**config.mk**
```make
export PLATFORM = sky130hd
export DESIGN_NAME = ibex_load_store_unit
export DESIGN_NICKNAME = d
export VERILOG_FILES = /design/src/rtl/ibex_load_store_unit.sv
export SDC_FILE = /design/constraint.sdc
export NUM_CORES = 1
export LEC_CHECK = 0
export ABC_AREA = 1
export ABC_CLOCK_PERIOD_IN_PS = 2400
export CORE_MARGIN = 5
export CORE_UTILIZATION = 39
export DETAILED_ROUTE_END_ITERATION = 8
export PLACE_DENSITY = 0.78
export SYNTH_ARGS = -nofsm -noshare
export SYNTH_HDL_FRONTEND = slang
export SYNTH_SLANG_ARGS = --single-unit
```
**constraint.sdc**
```tcl
create_clock -name clk_i -period 2.4 [get_ports clk_i]
set_input_delay 0.24 -clock clk_i [delete_from_list [all_inputs] [get_ports clk_i]]
set_output_delay 0.24 -clock clk_i [all_outputs]
set_load 0.01 [all_outputs]
```
**src/rtl/ibex_load_store_unit.sv**
```systemverilog
`default_nettype none
// ============================================================================
//  Module   : ibex_load_store_unit
//  Purpose  : Load/store unit between the ID/EX stage and the data bus.
//             It splits misaligned accesses into two word-aligned bus beats,
//             generates byte enables and rotated store data, and realigns and
//             extends load data.
//  Ports    : clk_i, rst_ni               - clock, async active-low reset
//             data_*_ex_i, adder_result_ex_i - request from ID (held until
//                                          data_valid_o)
//             addr_incr_req_o, addr_last_o - ask ID for addr_last_o + 4
//             data_valid_o, data_rdata_ex_o, load_err_o, store_err_o, busy_o
//             data_req_o/gnt_i/rvalid_i/err_i/addr_o/we_o/be_o/wdata_o/rdata_i
//                                        - data bus
//  Revision : 1.0 - initial release
// ============================================================================
module ibex_load_store_unit (
    input  logic        clk_i,
    input  logic        rst_ni,

    input  logic        data_req_ex_i,
    input  logic        data_we_ex_i,
    input  logic [1:0]  data_type_ex_i,
    input  logic        data_sign_ext_ex_i,
    input  logic [31:0] data_wdata_ex_i,
    input  logic [31:0] adder_result_ex_i,

    output logic        addr_incr_req_o,
    output logic [31:0] addr_last_o,
    output logic        data_valid_o,
    output logic [31:0] data_rdata_ex_o,
    output logic        load_err_o,
    output logic        store_err_o,
    output logic        busy_o,

    output logic        data_req_o,
    input  logic        data_gnt_i,
    input  logic        data_rvalid_i,
    input  logic        data_err_i,
    output logic [31:0] data_addr_o,
    output logic        data_we_o,
    output logic [3:0]  data_be_o,
    output logic [31:0] data_wdata_o,
    input  logic [31:0] data_rdata_i
);

    typedef enum logic [2:0] {
        IDLE            = 3'd0,
        WAIT_GNT_MIS    = 3'd1,
        WAIT_RVALID_MIS = 3'd2,
        WAIT_GNT        = 3'd3,
        WAIT_RVALID     = 3'd4
    } ls_fsm_e;

    ls_fsm_e     ls_fsm_q;
    logic [31:0] addr_last_q;
    logic [31:0] rdata_q;
    logic        err_q;
    logic        split_q;     // set while the second beat of a split access is in flight

    logic [1:0]  offset;
    logic        misaligned;
    logic        second_beat;
    logic [3:0]  be_first;
    logic [3:0]  be_second;
    logic [15:0] half_data;
    logic [7:0]  byte_data;

    // Before acceptance the offset comes straight from the ALU; afterwards
    // from the captured address, since ID replaces the ALU result with +4.
    assign offset      = (ls_fsm_q == IDLE) ? adder_result_ex_i[1:0] : addr_last_q[1:0];
    assign misaligned  = ((data_type_ex_i == 2'b00) && (offset != 2'b00)) ||
                         ((data_type_ex_i == 2'b01) && (offset == 2'b11));
    assign second_beat = ((ls_fsm_q == WAIT_RVALID_MIS) && data_rvalid_i) ||
                         ((ls_fsm_q == WAIT_GNT) && split_q);

    always_comb begin
        be_first  = 4'b0001 << offset;
        be_second = 4'b0000;
        case (data_type_ex_i)
            2'b00: begin
                be_first = 4'b1111 << offset;
                case (offset)
                    2'd1:    be_second = 4'b0001;
                    2'd2:    be_second = 4'b0011;
                    2'd3:    be_second = 4'b0111;
                    default: be_second = 4'b0000;
                endcase
            end
            2'b01: begin
                be_first  = 4'b0011 << offset;
                be_second = 4'b0001;
            end
            default: ;
        endcase
    end

    // Rotating by the byte offset puts each store byte on its lane in both beats.
    always_comb begin
        case (offset)
            2'd1:    data_wdata_o = {data_wdata_ex_i[23:0], data_wdata_ex_i[31:24]};
            2'd2:    data_wdata_o = {data_wdata_ex_i[15:0], data_wdata_ex_i[31:16]};
            2'd3:    data_wdata_o = {data_wdata_ex_i[7:0],  data_wdata_ex_i[31:8]};
            default: data_wdata_o = data_wdata_ex_i;
        endcase
    end

    assign data_req_o      = ((ls_fsm_q == IDLE) && data_req_ex_i) ||
                             (ls_fsm_q == WAIT_GNT_MIS) || (ls_fsm_q == WAIT_GNT) ||
                             ((ls_fsm_q == WAIT_RVALID_MIS) && data_rvalid_i);
    assign data_addr_o     = ((ls_fsm_q == IDLE) || second_beat) ?
                             {adder_result_ex_i[31:2], 2'b00} : {addr_last_q[31:2], 2'b00};
    assign data_be_o       = second_beat ? be_second : be_first;
    assign data_we_o       = data_we_ex_i;
    assign addr_incr_req_o = (ls_fsm_q == WAIT_RVALID_MIS) || ((ls_fsm_q == WAIT_GNT) && split_q);
    assign addr_last_o     = addr_last_q;
    assign busy_o          = (ls_fsm_q != IDLE);
    assign data_valid_o    = (ls_fsm_q == WAIT_RVALID) && data_rvalid_i;
    assign load_err_o      = data_valid_o && !data_we_ex_i && (err_q || data_err_i);
    assign store_err_o     = data_valid_o &&  data_we_ex_i && (err_q || data_err_i);

    // Load realignment: the low part of a split access sits in rdata_q.
    always_comb begin
        case (offset)
            2'd1:    half_data = data_rdata_i[23:8];
            2'd2:    half_data = data_rdata_i[31:16];
            2'd3:    half_data = {data_rdata_i[7:0], rdata_q[31:24]};
            default: half_data = data_rdata_i[15:0];
        endcase
        case (offset)
            2'd1:    byte_data = data_rdata_i[15:8];
            2'd2:    byte_data = data_rdata_i[23:16];
            2'd3:    byte_data = data_rdata_i[31:24];
            default: byte_data = data_rdata_i[7:0];
        endcase
        case (data_type_ex_i)
            2'b00: begin
                case (offset)
                    2'd1:    data_rdata_ex_o = {data_rdata_i[7:0],  rdata_q[31:8]};
                    2'd2:    data_rdata_ex_o = {data_rdata_i[15:0], rdata_q[31:16]};
                    2'd3:    data_rdata_ex_o = {data_rdata_i[23:0], rdata_q[31:24]};
                    default: data_rdata_ex_o = data_rdata_i;
                endcase
            end
            2'b01:   data_rdata_ex_o = {{16{data_sign_ext_ex_i & half_data[15]}}, half_data};
            default: data_rdata_ex_o = {{24{data_sign_ext_ex_i & byte_data[7]}}, byte_data};
        endcase
    end

    always_ff @(posedge clk_i or negedge rst_ni) begin
        if (!rst_ni) begin
            ls_fsm_q    <= IDLE;
            addr_last_q <= 32'd0;
            rdata_q     <= 32'd0;
            err_q       <= 1'b0;
            split_q     <= 1'b0;
        end else begin
            case (ls_fsm_q)
                IDLE: begin
                    err_q   <= 1'b0;
                    split_q <= 1'b0;
                    if (data_req_ex_i) begin
                        addr_last_q <= adder_result_ex_i;
                        if (data_gnt_i) ls_fsm_q <= misaligned ? WAIT_RVALID_MIS : WAIT_RVALID;
                        else            ls_fsm_q <= misaligned ? WAIT_GNT_MIS    : WAIT_GNT;
                    end
                end
                WAIT_GNT_MIS: begin
                    if (data_gnt_i) ls_fsm_q <= WAIT_RVALID_MIS;
                end
                WAIT_RVALID_MIS: begin
                    if (data_rvalid_i) begin
                        rdata_q  <= data_rdata_i;
                        err_q    <= data_err_i;
                        split_q  <= 1'b1;
                        ls_fsm_q <= data_gnt_i ? WAIT_RVALID : WAIT_GNT;
                    end
                end
                WAIT_GNT: begin
                    if (data_gnt_i) ls_fsm_q <= WAIT_RVALID;
                end
                WAIT_RVALID: begin
                    if (data_rvalid_i) begin
                        err_q    <= 1'b0;
                        split_q  <= 1'b0;
                        ls_fsm_q <= IDLE;
                    end
                end
                default: ls_fsm_q <= IDLE;
            endcase
        end
    end

endmodule
`default_nettype wire
```
==> After elaboration in Yosys (flattened, before gate mapping) <==
Cells that the tools add are included.
{ "classes": {"n_reduce_logical": 28, "n_eq_ne": 13, "shift": 3, "mux": 26, "bitwise": 2} }
{ "ops": {"columns": ["op", "n"], "rows": [
  ["32-bit case mux with 3 select lines", 2],
  ["32-bit case mux with 2 select lines", 1],
  ["16-bit case mux with 3 select lines", 1],
  ["32-bit 2-to-1 mux", 1],
  ["3-bit 2-to-1 mux", 8],
  ["8-bit case mux with 3 select lines", 1],
  ["3-bit case mux with 5 select lines", 1],
  ["1-bit logical AND", 10],
  ["2-bit != test (second input constant)", 5],
  ["3-bit case mux with 3 select lines", 1],
  ["1-bit logical OR", 8],
  ["4-bit case mux with 2 select lines", 1],
  ["3-bit by 2-bit equality test with 1-bit output (second input constant)", 2],
  ["1-bit case mux with 3 select lines", 2],
  ["3-bit case mux with 2 select lines", 1],
  ["3-bit nonzero test", 2],
  ["5-bit AND reduction", 1],
  ["2-bit by 1-bit equality test with 1-bit output (second input constant)", 2],
  ["2-bit equality test (second input constant)", 2],
  ["2-bit 2-to-1 mux", 2],
  ["4-bit 2-to-1 mux", 1],
  ["2-bit AND reduction", 2],
  ["1-bit by 2-bit left shift with 4-bit output (first input constant)", 1],
  ["2-bit by 2-bit left shift with 4-bit output (first input constant)", 1],
  ["10 further kinds", 13]
]} }
{ "totals": {"ff_bits": 69, "word_cells": 77} }

==> Logic depth before layout (Yosys ltp) <==
{ "logic_depth": {"depth_word": 9, "ltp_mapped": 15} }

==> Worst setup path after synthesis <==
Ideal clock, no wire load.
{ "synth_path": {"path_kind": "reg2reg", "startpoint": "register ls_fsm_q[0]", "endpoint": "register ls_fsm_q[1]", "path_stages_with_launch": 16, "n_path_buf": 2, "setup_ns": 0.126, "setup_slack_ns": 0.163, "arrival_time_ns": 2.111, "cell_sequence": "dfrtp_1 nor2_4 nand2_4 nand2_2 nand2_2 buf_6 nand2_2 buf_2 o21ai_1 a21oi_1 inv_1 ha_1 o211ai_1 o31ai_1 inv_1 o21ai_0"} }
{ "synth_between": {"elab_chain_len": 9, "word_cells_on_any_way": 22, "classes_between": "eq/ne (10); mux (6); reduce/logical (6)"} }
{ "synth_rtl": {"columns": ["item", "line", "rtl"], "rows": [
  ["start: declaration", "55", "ls_fsm_e ls_fsm_q;"],
  ["start signal: assignment", "164", "if (data_gnt_i) ls_fsm_q <= misaligned ? WAIT_RVALID_MIS : WAIT_RVALID;"],
  ["start signal: assignment", "165", "else ls_fsm_q <= misaligned ? WAIT_GNT_MIS : WAIT_GNT;"],
  ["start signal: assignment", "176", "ls_fsm_q <= data_gnt_i ? WAIT_RVALID : WAIT_GNT;"],
  ["3-bit logical NOT", "71, 158", null],
  ["2-bit 2-to-1 mux", "71", "assign offset = (ls_fsm_q == IDLE) ? adder_result_ex_i[1:0] : addr_last_q[1:0];"],
  ["2-bit equality test / 2-bit nonzero test (equally long branches)", "73, 72", null],
  ["1-bit logical AND (on tied branches)", "73, 72", null],
  ["1-bit logical OR", "72", "assign misaligned = ((data_type_ex_i == 2'b00) && (offset != 2'b00)) ||"],
  ["2-bit 2-to-1 mux / 3-bit 2-to-1 mux (equally long branches)", "165, 164", null],
  ["3-bit 2-to-1 mux", "164", null],
  ["3-bit 2-to-1 mux", "162", "if (data_req_ex_i) begin"],
  ["3-bit case mux with 5 select lines", "158", "case (ls_fsm_q)"]
]} }
Several ways; a longest one is shown, not always the timed one. The select of a mux whose other input is x is not followed.
A chain may end at the register's enable or synchronous reset.

==> Final worst setup path <==
{ "layout_path": {"startpoint": "register ls_fsm_q[0]", "endpoint": "output port data_rdata_ex_o[19]"} }
{ "layout_between": {"elab_chain_len": 6, "word_cells_on_any_way": 11, "classes_between": "eq/ne (3); mux (5); bitwise (2); reduce/logical (1)"} }
{ "layout_rtl": {"columns": ["item", "line", "rtl"], "rows": [
  ["3-bit logical NOT (*)", "71", null],
  ["2-bit 2-to-1 mux (*)", "71", null],
  ["2-bit equality test / 2-bit by 1-bit equality test with 1-bit output (equally long branches)", "124, 130, 138", null],
  ["8-bit case mux with 3 select lines / 16-bit case mux with 3 select lines (equally long branches)", "130, 124", null],
  ["1-bit bitwise AND (on tied branches)", "146, 145", null],
  ["32-bit case mux with 2 select lines (*)", "136", "case (data_type_ex_i)"],
  ["end: declaration", "31", "output logic [31:0] data_rdata_ex_o,"]
]} }
Every way passes the cells marked *; elsewhere a longest branch is shown, timed or not.

==> impl_metrics.tcl <==
set metrics [dict create \
    status "complete, but fails checks" \
    violations "negative setup slack" \
    drt_iter0_markers 713 \
    endpoint_kind "output pin" \
    cts_root_buf "clkbuf_16" \
    cp_cell_sequence "nor2_4 > nand2_4 > nand2_4 > nand2_4 > buf_12 > nor2_8 > buf_6 > nand2_4 > nand2_4 > nand3_4 > buf_16 > buf_6 > nand3_4 > buf_6" \
    path_clk_slew_ns 0.06 \
    ys_types 34 \
    gp_congestion 0.973 \
    dp.final_hpwl_um 16700 \
    layout_setup_ws_ns -0.245 \
    ys_ff_latch 61 \
    cp.required_ns 2.16 \
    cts_tree "built" \
    n_antenna_cell 0 \
    slew_headroom_pct 52.8 \
    antenna_found_initial 0 \
    num_rows 43 \
    grt_pass1_vias 7762 \
    skew_ns 0.00724 \
    critPathSlowestCell "dfrtp_1" \
    hold-worst-slack_ns 0.484 \
    netlist_instances 931 \
    cts_buffers 9 \
    num_vias 7842 \
    insertion_delay_ns 0.33 \
    vias_per_cell 5.51 \
    drtPass1Iterations 8 \
    num_io_pins 245 \
    slew_viol_final 0 \
    drive_gt1_share_pct 24.7 \
    final_nets 1345 \
    drc 0 \
    wl_per_cell_um 17.3 \
    drt-total-wl_um 24700 \
    core_area_sq_um 13900 \
    postSynthAreaPerCell_sq_um 5.98 \
    fin_crit_ns 2.65 \
    critical_path_class "reg -> out" \
    rsz0062_at_grt "true" \
    utilization_pct 68.2 \
    track_usage_pct 27.3 \
    die_height_um 129 \
    die_w_um 129 \
    postRouteAntennaNets 0 \
    p_leak_nw 4.91 \
    cpMostUsedCell "nand2_4" \
    maxCapViolations 0 \
    fin_crit_sh_pct 110 \
    syn-cell-area_sq_um 5570 \
    clock-sinks 61 \
    critical_path_peak_fanout 6 \
    grt_max_degree 65 \
    io_buffer_count 242 \
    area_delta_synth_final_pct 70.7 \
    yosys_warnings 0 \
    floorplan.initialDensity_pct 40.0 \
    cpPeakStageDelay_ns 0.42 \
    crit_arrival_ns 2.41 \
    grt.overflow.total 0 \
    setup_violations 87 \
    ys_seq_area_share_pct 27.4 \
    grt_first_pass_wirelength_um 37500 \
    tns_ns -11.78 \
    fmax_ghz 0.378 \
    startpoint_type "flip-flop" \
    hold_viol_final 0 \
    h-tree-depth 3 \
    dpl_worst_slack_ns -0.262 \
    ir_drop_uv 933 \
    die-area_sq_um 16800 \
    powerDensity_nw_per_um2 1650 \
    clockBufferDepth 2 \
    worst_pin_slew_ns 0.709 \
    hold_class "in -> reg" \
]
==> cells by family (layout without fill, tap and decap cells) <==
group                    count (synthesis)  after routing  share of synthesized area, %
adder cells (fa/ha/maj)                  1              1                         0.225
buffers and inverters                  179            490                          13.9
AND/OR/NAND/NOR                        488            488                          38.1
other                                    1              2                        0.0673
AO/OA/AOI/OAI                          199            199                          20.0
flip-flops                              61             61                          27.4
multiplexers                             2              2                         0.404
==> layout by cell type (no fill, tap or decap), drive strengths merged <==
cell type	synthesis	final
clkdlybuf4s15	0	1
o31ai	1	1
bufbuf	0	2
inv	115	115
o2111ai	26	26
a21oi	43	43
clkinv	0	2
dlygate4sd3	0	1
buf	44	208
o211ai	1	1
clkbuf	20	13
or2	1	1
nand4	9	9
clkdlybuf4s50	0	141
dfrtp	61	61
nand3	89	89
conb	1	2
bufinv	0	2
o221ai	1	1
a211oi	1	1
ha	1	1
clkinvlp	0	3
o21ai	123	123
o22ai	2	2
a221oi	1	1
nor3	2	2
dlygate4sd2	0	1
mux2	2	2
nand2	333	333
nor2	54	54
dlymetal6s2s	0	1
==> final timing paths <==
kind	endpoint	startpoint	cells past startpoint	slack, ns
worst max register to register	ls_fsm_q[1]	ls_fsm_q[0]	15	-0.06
min in group asynchronous	addr_last_o[5]	rst_ni	2	0.49
worst min-delay path	addr_last_o[30]	adder_result_ex_i[30]	3	0.48
worst max-delay path	data_rdata_ex_o[19]	ls_fsm_q[0]	14	-0.25
max in group asynchronous	addr_last_o[16]	rst_ni	3	1.26
worst min register to register	rdata_q[8]	rdata_q[8]	2	0.49
==> sequential cells by signal, summed over array words and instances, names as in the netlist <==
signal,cells
addr_last_o,32
err_q,1
ls_fsm_q,3
rdata_q,24
split_q,1
==> cell usage after synthesis <==
master	count	area, sq um
nand2_1	323	1210
o21ai_0	118	591
inv_1	111	417
nand3_1	73	365
dfrtp_1	61	1530
nor2_1	51	191
a21oi_1	43	215
buf_2	33	165
o2111ai_1	26	228
clkbuf_1	20	75.1
nand3_2	15	150
nand4_1	9	56.3
nand2_2	8	50.1
buf_6	6	67.6
o21ai_1	5	25.0
buf_4	4	30.0
inv_2	4	15.0
mux2_2	2	22.5
nand2_4	2	22.5
nor3_1	2	10.0
o22ai_1	2	12.5
a211oi_1	1	7.51
a221oi_1	1	8.76
buf_1	1	3.75
conb_1	1	3.75
ha_1	1	12.5
nand3_4	1	17.5
nor2_2	1	6.26
nor2_4	1	11.3
nor2_8	1	20.0
o211ai_1	1	7.51
o221ai_1	1	8.76
o31ai_1	1	7.51
or2_2	1	6.26
==> layout make-up <==
| type | instances | area, sq um |
|---|---|---|
| fill | 1130 | 4430 |
| multi-input combinational | 692 | 3590 |
| timing repair buffer | 359 | 3390 |
| sequential | 61 | 1530 |
| inverter | 115 | 444 |
| clock buffer | 9 | 225 |
| tap | 180 | 225 |
| clock inverter | 7 | 100 |
==> per-stage QoR <==
stage | power (mW) | std cells | cell area (sq um)
6_report | 15.7 | 1423 | 9500
3_3_place_gp | 13.0 | 1366 | 8600
4_1_cts | 14.8 | 1410 | 9150
3_5_place_dp | 13.2 | 1366 | 8600
2_1_floorplan | 7.34 | 932 | 5570
5_1_grt | 16.7 | 1423 | 9500
==> critical path, delay by kind of cell, from the launching register on <==
kind	cells	cell delay, ns
and+or+nand+nor	9	0.97
DFF	1	0.42
buffers and inverters	5	0.68
==> routing by layer <==
layer / global-route usage [%] / routed length (um) / vias to the layer above
met1: 32.8 / 9160 / 3592
met4: 10.5 / 1010 / 0
li1: - / - / 3627
met2: 47.9 / 11900 / 511
met3: 5.94 / 2560 / 112
met5: 0 / 0 / -
==> power breakdown <==
part           internal [mW]  total [mW]  switching (mW)
registers               1.50        1.91           0.409
logic                   5.74        12.3            6.60
clock network          0.912        1.42           0.512
==> repair_timing <==
action,4_1_cts,5_1_grt
resized for setup,449,80
buffers inserted,20,13
cloned,7,2
endpoints found under the setup margin,99,100
hold endpoints to repair,27,0
pin swaps,11,18
hold buffers,1,0
(Power assumes the default switching activity.)
==> patch, RTL diff (same settings) <==
Encoding of `ls_fsm_e`: now one-hot (5 bits for 5 states).
--- a/src/rtl/ibex_load_store_unit.sv
+++ b/src/rtl/ibex_load_store_unit.sv
@@ -45,10 +45,10 @@
 );
 
-    typedef enum logic [2:0] {
-        IDLE            = 3'd0,
-        WAIT_GNT_MIS    = 3'd1,
-        WAIT_RVALID_MIS = 3'd2,
-        WAIT_GNT        = 3'd3,
-        WAIT_RVALID     = 3'd4
+    typedef enum logic [4:0] {
+        IDLE            = 5'b00001,
+        WAIT_GNT_MIS    = 5'b00010,
+        WAIT_RVALID_MIS = 5'b00100,
+        WAIT_GNT        = 5'b01000,
+        WAIT_RVALID     = 5'b10000
     } ls_fsm_e;
 
Formal check against the unedited RTL: no difference found for any inputs over 4 cycles, from zero or initial values and one cycle with rst_ni low; so few cycles prove little.
==> patch against the unedited design <==
- the flow still finishes with violations (setup timing)
- synthesized area increased by 1.8%
- worst setup slack got worse by 0.18 ns
- non-clock buffer count increased by 30
- combinational power increased by 47%
- total power increased by 35%
- fmax decreased by 6.3%
- critical path depth increased by 1
- core utilization increased by 7.6 points
- sequential cell count increased by 2
- final area increased by 15%
- sequential share of layout area decreased by 1.6 points
- routed wire length increased by 17%
- highest routed layer unchanged
==> patch: results (changes against the unedited design) <==
Outcome: finished with violations
Failing checks: setup timing
Reg2Reg Depth: 9 (-6)
Layout cells sized above 1: 0.371 (+0.124)
Switching power: 10.3 mW (+37%)
Met1 Resource Use GR: 0.352 (+0.0239)
Post-synthesis adder-cell area fraction: 0 (-0.00225)
Area post-placement: 8820 um2 (+2.6%)
Seq power: 1.96 mW (+3%)
Vias/cell: 5.74 (+4.1%)
GRT Util Overall: 0.280 (+0.00611)
Final setup fails: 86 (-1.1%)
Synth area leaders: dfrtp_1 (27%), nand2_1 (23%), o21ai_0 (10%)
Cell family with most CP delay: buffers and inverters
Post-DP HPWL: 16,400 um (-1.7%)
Final GP Congestion: 0.922 (-5.3%)
CTS resizes: 544 (+21%)
Largest net degree at the start of global routing: 61 (-6.2%)
Slowest-stage cell, CP: dfstp_2
DR WL/cell: 19.4 um (+12%)
Setup ws final: -0.422 ns (-0.177 ns)
Max VDD drop: 1.00 mV (+7.6%)
Path type of the worst min-delay path: reg2reg
Sum Neg Setup Slack: -22.92 ns (-11.14 ns)
Hold Startpoint: err_q
Clock skew: 0.00827 ns (+0.00103 ns)
Post-CTS Setup Inserts: 28 (+40%)
Register area share after synthesis: 0.278 (+0.00409)
[patch: cell count changes after synthesis, moves of 9 or more]
cell and delta:
buf_2 -9, inv_1 +10, nand2_1 +22, nand3_1 +19
nand3_2 -13
[patch: layout make-up]
type,instances,area [um2]
Timing Repair Buffer,389,4030
Clock inverter,4,22.5
Sequential cell,63,1580
Multi-Input combinational cell,715,4380
Tap cell,184,230
Inverter,123,464
Fill cell,924,3490
Clock buffer,12,236
[patch: per-layer routing]
metal | wire length (um) | share of wire
met4 | 1650 | 0.057
met2 | 13400 | 0.46
met3 | 3810 | 0.13
met1 | 10000 | 0.35
met5 | 0 | 0
[patch: worst paths after layout]
| path | endpoint | slack (ns) |
|---|---|---|
| setup / recovery | data_rdata_ex_o[17] | -0.42 |
| max in group asynchronous | ls_fsm_q[0] | 1.16 |
| hold reg to reg | err_q | 0.47 |
| hold / removal | err_q | 0.47 |
| setup reg to reg | addr_last_o[29] | 0.28 |
| min in group asynchronous | rdata_q[27] | 0.53 |
